===== src/rtl/hazard_pkg.sv =====
// Shared types and constants for the pipeline hazard controller.
package hazard_pkg;

  typedef enum logic [1:0] {
    RUN    = 2'd0,
    STALL  = 2'd1,
    FREEZE = 2'd2,
    FLUSH  = 2'd3
  } hz_state_e;

  localparam logic [4:0] REG_ZERO = 5'd0;

  localparam int unsigned LOAD_LAT_MIN = 1;
  localparam int unsigned LOAD_LAT_MAX = 4;

  // Remaining-stall counter only ever holds LOAD_LAT-1 or less.
  localparam int unsigned STALL_CNT_W = $clog2(LOAD_LAT_MAX);

endpackage


===== src/rtl/hazard_ctrl_if.sv =====
// Hazard-controller bundle: ID-stage hazard inputs, stage-register controls, perf counters.
interface hazard_ctrl_if #(
  parameter int unsigned CNT_W = 16
);
  logic [4:0]       ifIdRs;
  logic [4:0]       ifIdRt;
  logic             ifIdUsesRt;
  logic             idExMemRead;
  logic [4:0]       idExRt;
  logic             branchTaken;
  logic             memBusy;

  logic             pcWrite;
  logic             ifIdWrite;
  logic             ifIdFlush;
  logic             idExBubble;
  logic             exMemFlush;
  logic             freeze;
  logic [1:0]       state;
  logic [CNT_W-1:0] stallCycles;
  logic [CNT_W-1:0] flushEvents;
  logic [CNT_W-1:0] freezeCycles;

  modport master (
    output ifIdRs, ifIdRt, ifIdUsesRt, idExMemRead, idExRt, branchTaken, memBusy,
    input  pcWrite, ifIdWrite, ifIdFlush, idExBubble, exMemFlush, freeze, state,
    input  stallCycles, flushEvents, freezeCycles
  );

  modport slave (
    input  ifIdRs, ifIdRt, ifIdUsesRt, idExMemRead, idExRt, branchTaken, memBusy,
    output pcWrite, ifIdWrite, ifIdFlush, idExBubble, exMemFlush, freeze, state,
    output stallCycles, flushEvents, freezeCycles
  );

endinterface


===== src/rtl/hazard_ctrl_load_use_detect.sv =====
// Combinational load-use comparator: a pending load writes a register the ID instruction reads.
module load_use_detect
  import hazard_pkg::*;
(
  input  logic [4:0] src_rs,
  input  logic [4:0] src_rt,
  input  logic       src_uses_rt,
  input  logic       dst_valid,
  input  logic [4:0] dst_reg,
  output logic       hit
);

  logic rs_match;
  logic rt_match;

  always_comb begin
    rs_match = (dst_reg == src_rs);
    rt_match = src_uses_rt && (dst_reg == src_rt);
    hit      = dst_valid && (dst_reg != REG_ZERO) && (rs_match || rt_match);
  end

endmodule


===== src/rtl/hazard_ctrl.sv =====
// MIPS 5-stage hazard controller: load-use stalls, branch flush, memory freeze.
// Define HAZARD_PERF_CNT_EN to build the saturating performance counters.
module hazard_ctrl
  import hazard_pkg::*;
#(
  parameter int unsigned LOAD_LAT = 1,
  parameter int unsigned CNT_W    = 16
) (
  input  logic           clock,
  input  logic           resetN,
  hazard_ctrl_if.slave   hz_if
);

  localparam int unsigned LAT = (LOAD_LAT < LOAD_LAT_MIN) ? LOAD_LAT_MIN :
                                (LOAD_LAT > LOAD_LAT_MAX) ? LOAD_LAT_MAX : LOAD_LAT;
  localparam logic [STALL_CNT_W-1:0] STALL_LOAD = STALL_CNT_W'(LAT - 1);

  hz_state_e              state_q, state_d;
  hz_state_e              ret_state_q, ret_state_d;
  hz_state_e              eff_state;
  logic [STALL_CNT_W-1:0] cnt_q, cnt_d;

  logic hz;
  logic pc_write, if_id_write, if_id_flush, id_ex_bubble, ex_mem_flush, freeze;

  load_use_detect u_load_use_detect (
    .src_rs      (hz_if.ifIdRs),
    .src_rt      (hz_if.ifIdRt),
    .src_uses_rt (hz_if.ifIdUsesRt),
    .dst_valid   (hz_if.idExMemRead),
    .dst_reg     (hz_if.idExRt),
    .hit         (hz)
  );

  always_comb begin
    // Leaving FREEZE resumes the saved state's behaviour in the same cycle.
    eff_state    = (state_q == FREEZE) ? ret_state_q : state_q;
    pc_write     = 1'b1;
    if_id_write  = 1'b1;
    if_id_flush  = 1'b0;
    id_ex_bubble = 1'b0;
    ex_mem_flush = 1'b0;
    freeze       = 1'b0;
    state_d      = state_q;
    ret_state_d  = ret_state_q;
    cnt_d        = cnt_q;

    if (hz_if.memBusy) begin
      freeze      = 1'b1;
      pc_write    = 1'b0;
      if_id_write = 1'b0;
      ret_state_d = eff_state;
      state_d     = FREEZE;
    end else if (hz_if.branchTaken) begin
      if_id_flush  = 1'b1;
      id_ex_bubble = 1'b1;
      ex_mem_flush = 1'b1;
      cnt_d        = '0;
      state_d      = FLUSH;
    end else begin
      unique case (eff_state)
        STALL: begin
          pc_write     = 1'b0;
          if_id_write  = 1'b0;
          id_ex_bubble = 1'b1;
          cnt_d        = (cnt_q == '0) ? '0 : cnt_q - 1'b1;
          state_d      = (cnt_q <= STALL_CNT_W'(1)) ? RUN : STALL;
        end
        // IF/ID holds the squashed NOP, so no hazard can be real here.
        FLUSH: state_d = RUN;
        default: begin
          state_d = RUN;
          if (hz) begin
            pc_write     = 1'b0;
            if_id_write  = 1'b0;
            id_ex_bubble = 1'b1;
            if (LAT > 1) begin
              cnt_d   = STALL_LOAD;
              state_d = STALL;
            end
          end
        end
      endcase
    end
  end

  always_ff @(posedge clock or negedge resetN) begin
    if (!resetN) begin
      state_q     <= RUN;
      ret_state_q <= RUN;
      cnt_q       <= '0;
    end else begin
      state_q     <= state_d;
      ret_state_q <= ret_state_d;
      cnt_q       <= cnt_d;
    end
  end

  // Reset forces a safe hold on every stage register without waiting for a clock.
  always_comb begin
    hz_if.pcWrite    = resetN & pc_write;
    hz_if.ifIdWrite  = resetN & if_id_write;
    hz_if.ifIdFlush  = resetN & if_id_flush;
    hz_if.idExBubble = ~resetN | id_ex_bubble;
    hz_if.exMemFlush = resetN & ex_mem_flush;
    hz_if.freeze     = ~resetN | freeze;
    hz_if.state      = state_q;
  end

`ifdef HAZARD_PERF_CNT_EN
  logic [CNT_W-1:0] stall_cyc_q, stall_cyc_d;
  logic [CNT_W-1:0] flush_evt_q, flush_evt_d;
  logic [CNT_W-1:0] freeze_cyc_q, freeze_cyc_d;

  always_comb begin
    stall_cyc_d  = stall_cyc_q;
    flush_evt_d  = flush_evt_q;
    freeze_cyc_d = freeze_cyc_q;
    if (id_ex_bubble && !hz_if.branchTaken && (stall_cyc_q != '1))
      stall_cyc_d = stall_cyc_q + CNT_W'(1);
    if (hz_if.branchTaken && (flush_evt_q != '1))
      flush_evt_d = flush_evt_q + CNT_W'(1);
    if (freeze && (freeze_cyc_q != '1))
      freeze_cyc_d = freeze_cyc_q + CNT_W'(1);
  end

  always_ff @(posedge clock or negedge resetN) begin
    if (!resetN) begin
      stall_cyc_q  <= '0;
      flush_evt_q  <= '0;
      freeze_cyc_q <= '0;
    end else begin
      stall_cyc_q  <= stall_cyc_d;
      flush_evt_q  <= flush_evt_d;
      freeze_cyc_q <= freeze_cyc_d;
    end
  end

  always_comb begin
    hz_if.stallCycles  = stall_cyc_q;
    hz_if.flushEvents  = flush_evt_q;
    hz_if.freezeCycles = freeze_cyc_q;
  end
`else
  always_comb begin
    hz_if.stallCycles  = '0;
    hz_if.flushEvents  = '0;
    hz_if.freezeCycles = '0;
  end
`endif

endmodule


===== src/flat_wrapper.sv =====
// flat-port wrapper written by rule: the top's interface ports become plain ports
module hazard_ctrl_flat import hazard_pkg::*;
#(
  parameter int unsigned LOAD_LAT = 1,
  parameter int unsigned CNT_W    = 16
)
  (clock, resetN, hz_if_ifIdRs, hz_if_ifIdRt, hz_if_ifIdUsesRt, hz_if_idExMemRead, hz_if_idExRt, hz_if_branchTaken, hz_if_memBusy, hz_if_pcWrite, hz_if_ifIdWrite, hz_if_ifIdFlush, hz_if_idExBubble, hz_if_exMemFlush, hz_if_freeze, hz_if_state, hz_if_stallCycles, hz_if_flushEvents, hz_if_freezeCycles);
  hazard_ctrl_if #(.CNT_W(CNT_W)) hz_if_i ();
  input  logic clock;
  input  logic resetN;
  input wire logic [$bits(hz_if_i.ifIdRs)-1:0] hz_if_ifIdRs;
  input wire logic [$bits(hz_if_i.ifIdRt)-1:0] hz_if_ifIdRt;
  input wire logic [$bits(hz_if_i.ifIdUsesRt)-1:0] hz_if_ifIdUsesRt;
  input wire logic [$bits(hz_if_i.idExMemRead)-1:0] hz_if_idExMemRead;
  input wire logic [$bits(hz_if_i.idExRt)-1:0] hz_if_idExRt;
  input wire logic [$bits(hz_if_i.branchTaken)-1:0] hz_if_branchTaken;
  input wire logic [$bits(hz_if_i.memBusy)-1:0] hz_if_memBusy;
  output wire logic [$bits(hz_if_i.pcWrite)-1:0] hz_if_pcWrite;
  output wire logic [$bits(hz_if_i.ifIdWrite)-1:0] hz_if_ifIdWrite;
  output wire logic [$bits(hz_if_i.ifIdFlush)-1:0] hz_if_ifIdFlush;
  output wire logic [$bits(hz_if_i.idExBubble)-1:0] hz_if_idExBubble;
  output wire logic [$bits(hz_if_i.exMemFlush)-1:0] hz_if_exMemFlush;
  output wire logic [$bits(hz_if_i.freeze)-1:0] hz_if_freeze;
  output wire logic [$bits(hz_if_i.state)-1:0] hz_if_state;
  output wire logic [$bits(hz_if_i.stallCycles)-1:0] hz_if_stallCycles;
  output wire logic [$bits(hz_if_i.flushEvents)-1:0] hz_if_flushEvents;
  output wire logic [$bits(hz_if_i.freezeCycles)-1:0] hz_if_freezeCycles;
  assign hz_if_i.ifIdRs = hz_if_ifIdRs;
  assign hz_if_i.ifIdRt = hz_if_ifIdRt;
  assign hz_if_i.ifIdUsesRt = hz_if_ifIdUsesRt;
  assign hz_if_i.idExMemRead = hz_if_idExMemRead;
  assign hz_if_i.idExRt = hz_if_idExRt;
  assign hz_if_i.branchTaken = hz_if_branchTaken;
  assign hz_if_i.memBusy = hz_if_memBusy;
  assign hz_if_pcWrite = hz_if_i.pcWrite;
  assign hz_if_ifIdWrite = hz_if_i.ifIdWrite;
  assign hz_if_ifIdFlush = hz_if_i.ifIdFlush;
  assign hz_if_idExBubble = hz_if_i.idExBubble;
  assign hz_if_exMemFlush = hz_if_i.exMemFlush;
  assign hz_if_freeze = hz_if_i.freeze;
  assign hz_if_state = hz_if_i.state;
  assign hz_if_stallCycles = hz_if_i.stallCycles;
  assign hz_if_flushEvents = hz_if_i.flushEvents;
  assign hz_if_freezeCycles = hz_if_i.freezeCycles;
  hazard_ctrl #(.LOAD_LAT(LOAD_LAT), .CNT_W(CNT_W)) u_core (.clock(clock), .resetN(resetN), .hz_if(hz_if_i));
endmodule

===== config.mk =====
export PLATFORM = sky130hd
export DESIGN_NAME = hazard_ctrl_flat
export DESIGN_NICKNAME = d
export VERILOG_FILES = /design/src/rtl/hazard_pkg.sv /design/src/rtl/hazard_ctrl_if.sv /design/src/rtl/hazard_ctrl_load_use_detect.sv /design/src/rtl/hazard_ctrl.sv /design/src/flat_wrapper.sv
export SDC_FILE = /design/constraint.sdc
export NUM_CORES = 1
export LEC_CHECK = 0
export ABC_AREA = 0
export CORE_MARGIN = 4
export CORE_UTILIZATION = 55
export CTS_CLUSTER_DIAMETER = 60
export DETAILED_ROUTE_END_ITERATION = 16
export DONT_BUFFER_PORTS = 1
export MAX_ROUTING_LAYER = met4
export PLACE_DENSITY_LB_ADDON = 0.12
export SYNTH_ARGS = -nofsm -noshare
export SYNTH_HDL_FRONTEND = slang
export SYNTH_SLANG_ARGS = --single-unit

===== constraint.sdc =====
create_clock -name clock -period 3.5 [get_ports clock]
set_input_delay 0.7 -clock clock [delete_from_list [all_inputs] [get_ports clock]]
set_output_delay 0.7 -clock clock [all_outputs]
set_load 0.02 [all_outputs]

==> results by group <==
Floorplanning
  • Die W: around 46 microns
  • Starting Density: 0.603
  • Die height: 46.2 microns
  • Core area: roughly 1300 sq um
  • Row count: 13
  • Die ar.: roughly 2100 sq um
  • Ports: 77

CTS
  • Clk Latency, worst-skew pair: 240 ps
  • Post-cts resize count: 0
  • CTS Hold Buffers Added: 0
  • Clk sink count: 6
  • CTS max path bufs: 2
  • Post-CTS Setup Inserts: 0
  • Clk pin slew, worst setup/hold paths: ~40 ps
  • Cts bufs inserted: 3
  • Root Driver: clkbuf_4
  • CTS tree: yes
  • H-tree Lvls: 1

Drt
  • Vias per cell: 4.13
  • Post-DRT Antenna Nets: 0
  • Total routed wirelength: between 1000 and 1500 microns
  • DR DRC count: 0
  • Vias: around 480
  • Pre-antenna DRT Iters: 2
  • Post-DR wirelength/cell: between 10 and 15 microns
  • 1st-iter DRT viols: 4

Place
  • Detail Placement HPWL: 1210 microns
  • Placed instance area: ~630 sq um
  • I/O Buffers: 0
  • Place WS: 850 ps
  • Gpl congestion: 0.709

Cells and area
  • Fill count: 143
  • Reg area: 150 sq um
  • Final #Nets: 124
  • Fin area: 654 sq um
  • Layout Utilization: 0.491
  • Fraction of layout cells with a size suffix above 1: 0.0594
  • Number of diodes: 0
  • Multi-input logic area: ~440 sq um
  • Layout area overhead: -18.7%

Outcome
  • Status: completed

Timing
  • Rel. slew slack: 0.520
  • Final min period: approximately 2600 ps
  • Final worst setup slack: 862 ps
  • Worst-Margin Slew: 717 ps
  • Count of pins over their slew limit: 0
  • Final setup TNS: 0 ps
  • Fmax: between 0.3 and 0.4 GHz
  • RSZ-0062 raised after global routing: no
  • Fin crit share: 0.754
  • Setup violations, final: 0
  • Layout Skew: 3.47 ps
  • Final Hold Vio Count: 0

Synthesis
  • Adder-Cell Fraction of Synth Area: 0
  • Syn_area_per_cell: between 8 and 9 sq um
  • Ys Warns: 0
  • Synth Area in Simple Gates: 0.0980
  • Synth Register Bits: 6
  • Sequential-to-total area share from yosys stat: 0.187
  • Mux contribution to synthesized area: 0
  • Yosys cell types: 22
  • Post-synthesis compound-gate area fraction: 0.112
  • XOR/XNOR Fraction of Synth Area: 0.109
  • Largest family of logic cells by synthesized area: buffers and inverters
  • Syn Std Cell Area: 805 sq um
  • Syn Inst Count: 100

Global route
  • GR Overflow Total: 0
  • Vias in the first global route: 404
  • Number of antenna violations at the first check in global routing: 0
  • First-pass GRT wire length: 1500 microns
  • Largest net degree at the start of global routing: 9
  • GRT Total Usage: 0.103

Setup path
  • Cell family contributing the most delay on the critical path: simple AND/OR/NAND/NOR gates
  • Max FO, Critical Path: 3
  • Slowest cell on the critical path: or4_1
  • Worst Setup End Kind: output pin
  • Reg-to-reg startpoint: u_core.hz_if.state[0]
  • Critical path cell sequence: or4_1 -> o2111ai_2 -> nor2_1 -> a211oi_1 -> buf_4
  • WP data arrival: approximately 1900 ps
  • CP peak stage delay: ~540 ps
  • Type of origin of the critical path: primary input
  • Buf/Inv on CP: 1
  • CP Data Required Time: around 2800 ps
  • Worst r2r path cells: 4
  • Critical path start-end classification: primary input to output pin
  • R2R Path End: u_core.cnt_q[0]
  • Worst R2R Setup Slack: ~2000 ps

Power and ir drop
  • Switching part of the total: 0.414
  • Combinational share of power: 0.379
  • Sequential power share: 0.355
  • PwrDens: between 300 and 400 nW/um^2
  • Peak VDD IR: 0.201 mV
  • Pleak: 0.345 nW
  • Clock share of power: 0.266
  • Internal power: 0.000134 W
  • P_sw: 0.0000947 W

Job
  • Maxcap violations: 0

Worst hold path
  • Hold/Removal Path Class: primary input to asynchronous set/reset pin
==> metal layers <==
metal	part of all wire	vias up	track usage	routed length [microns]
met5	0	-	-	0
met1	0.29	205	0.0995	379
met3	0.18	4	0.0273	227
met4	0.022	0	0.0682	28
li1	-	228	-	-
met2	0.50	42	0.176	648
==> cells in the mapped netlist, drive strengths merged <==
library cell,count,area (sq um)
buf,50,375
xnor2,10,87.6
dfrtp,6,150
nand2,6,22.5
inv,5,18.8
a21oi,4,20.0
nor2,4,15.0
a211o,1,8.76
a211oi,1,7.51
a21boi,1,7.51
a22o,1,8.76
conb,1,3.75
nand2b,1,6.26
nand3,1,5.00
nand4,1,6.26
nor4bb,1,10.0
o2111ai,1,15.0
o21a,1,7.51
o22ai,1,6.26
o32ai,1,8.76
or2,1,6.26
or4,1,7.51
==> power groups by stage <==
stage | registers (W) | logic, W | clock network (W)
3_3_place_gp | 0.0000820 | 0.0000852 | 0
2_1_floorplan | 0.0000811 | 0.000123 | 0
4_1_cts | 0.0000812 | 0.0000856 | 0.0000640
5_1_grt | 0.0000821 | 0.0000944 | 0.0000648
3_5_place_dp | 0.0000821 | 0.0000854 | 0
6_report | 0.0000812 | 0.0000867 | 0.0000607
==> cells by family after synthesis <==
family / count (synthesis)
xor+xnor: 10
buf+inv: 55
simple gates: 16
flops: 6
compound gates: 12
other cells: 1
==> cells in the final DEF (no fill, tap or decap), types with 3 or more instances in the layout <==
cell type,synthesis,final
nor2_1,4,4
conb_1,1,48
xnor2_1,10,10
nand2_1,6,6
a21oi_1,4,4
dfrtp_1,6,6
inv_1,5,5
clkbuf_4,0,3
==> layout make-up <==
class,count,share of cell area
clock buffer,3,0.0344
inverter,5,0.0287
multi-input combinational,86,0.667
sequential,6,0.229
tap,15,0.0287
timing repair buffer,1,0.0115
==> flip-flops by register name (all words and copies together) (netlist names) <==
register	cells
u_core.hz_if.state	2
u_core.ret_state_q	2
u_core.cnt_q	2
==> stage by stage <==
stage	hold slack, ps	total power, W	std cells
global placement	405	0.000167	113
global route	146	0.000241	116
CTS	144	0.000231	116
finish	153	0.000229	116
floorplan	404	0.000204	147
detailed placement	405	0.000167	113
==> worst max path at each step <==
stage                         start  slack (ps)              end  depth (start not counted)
detailed placement  hz_if_idExRt[0]         850  hz_if_ifIdWrite                          5
finish              hz_if_idExRt[0]         860  hz_if_ifIdWrite                          5
floorplan           hz_if_idExRt[0]         430    hz_if_pcWrite                          5
global placement    hz_if_idExRt[0]         860  hz_if_ifIdWrite                          5
global route        hz_if_idExRt[0]         770    hz_if_pcWrite                          5
CTS                 hz_if_idExRt[0]         840  hz_if_ifIdWrite                          5
(Power assumes the default switching activity.)
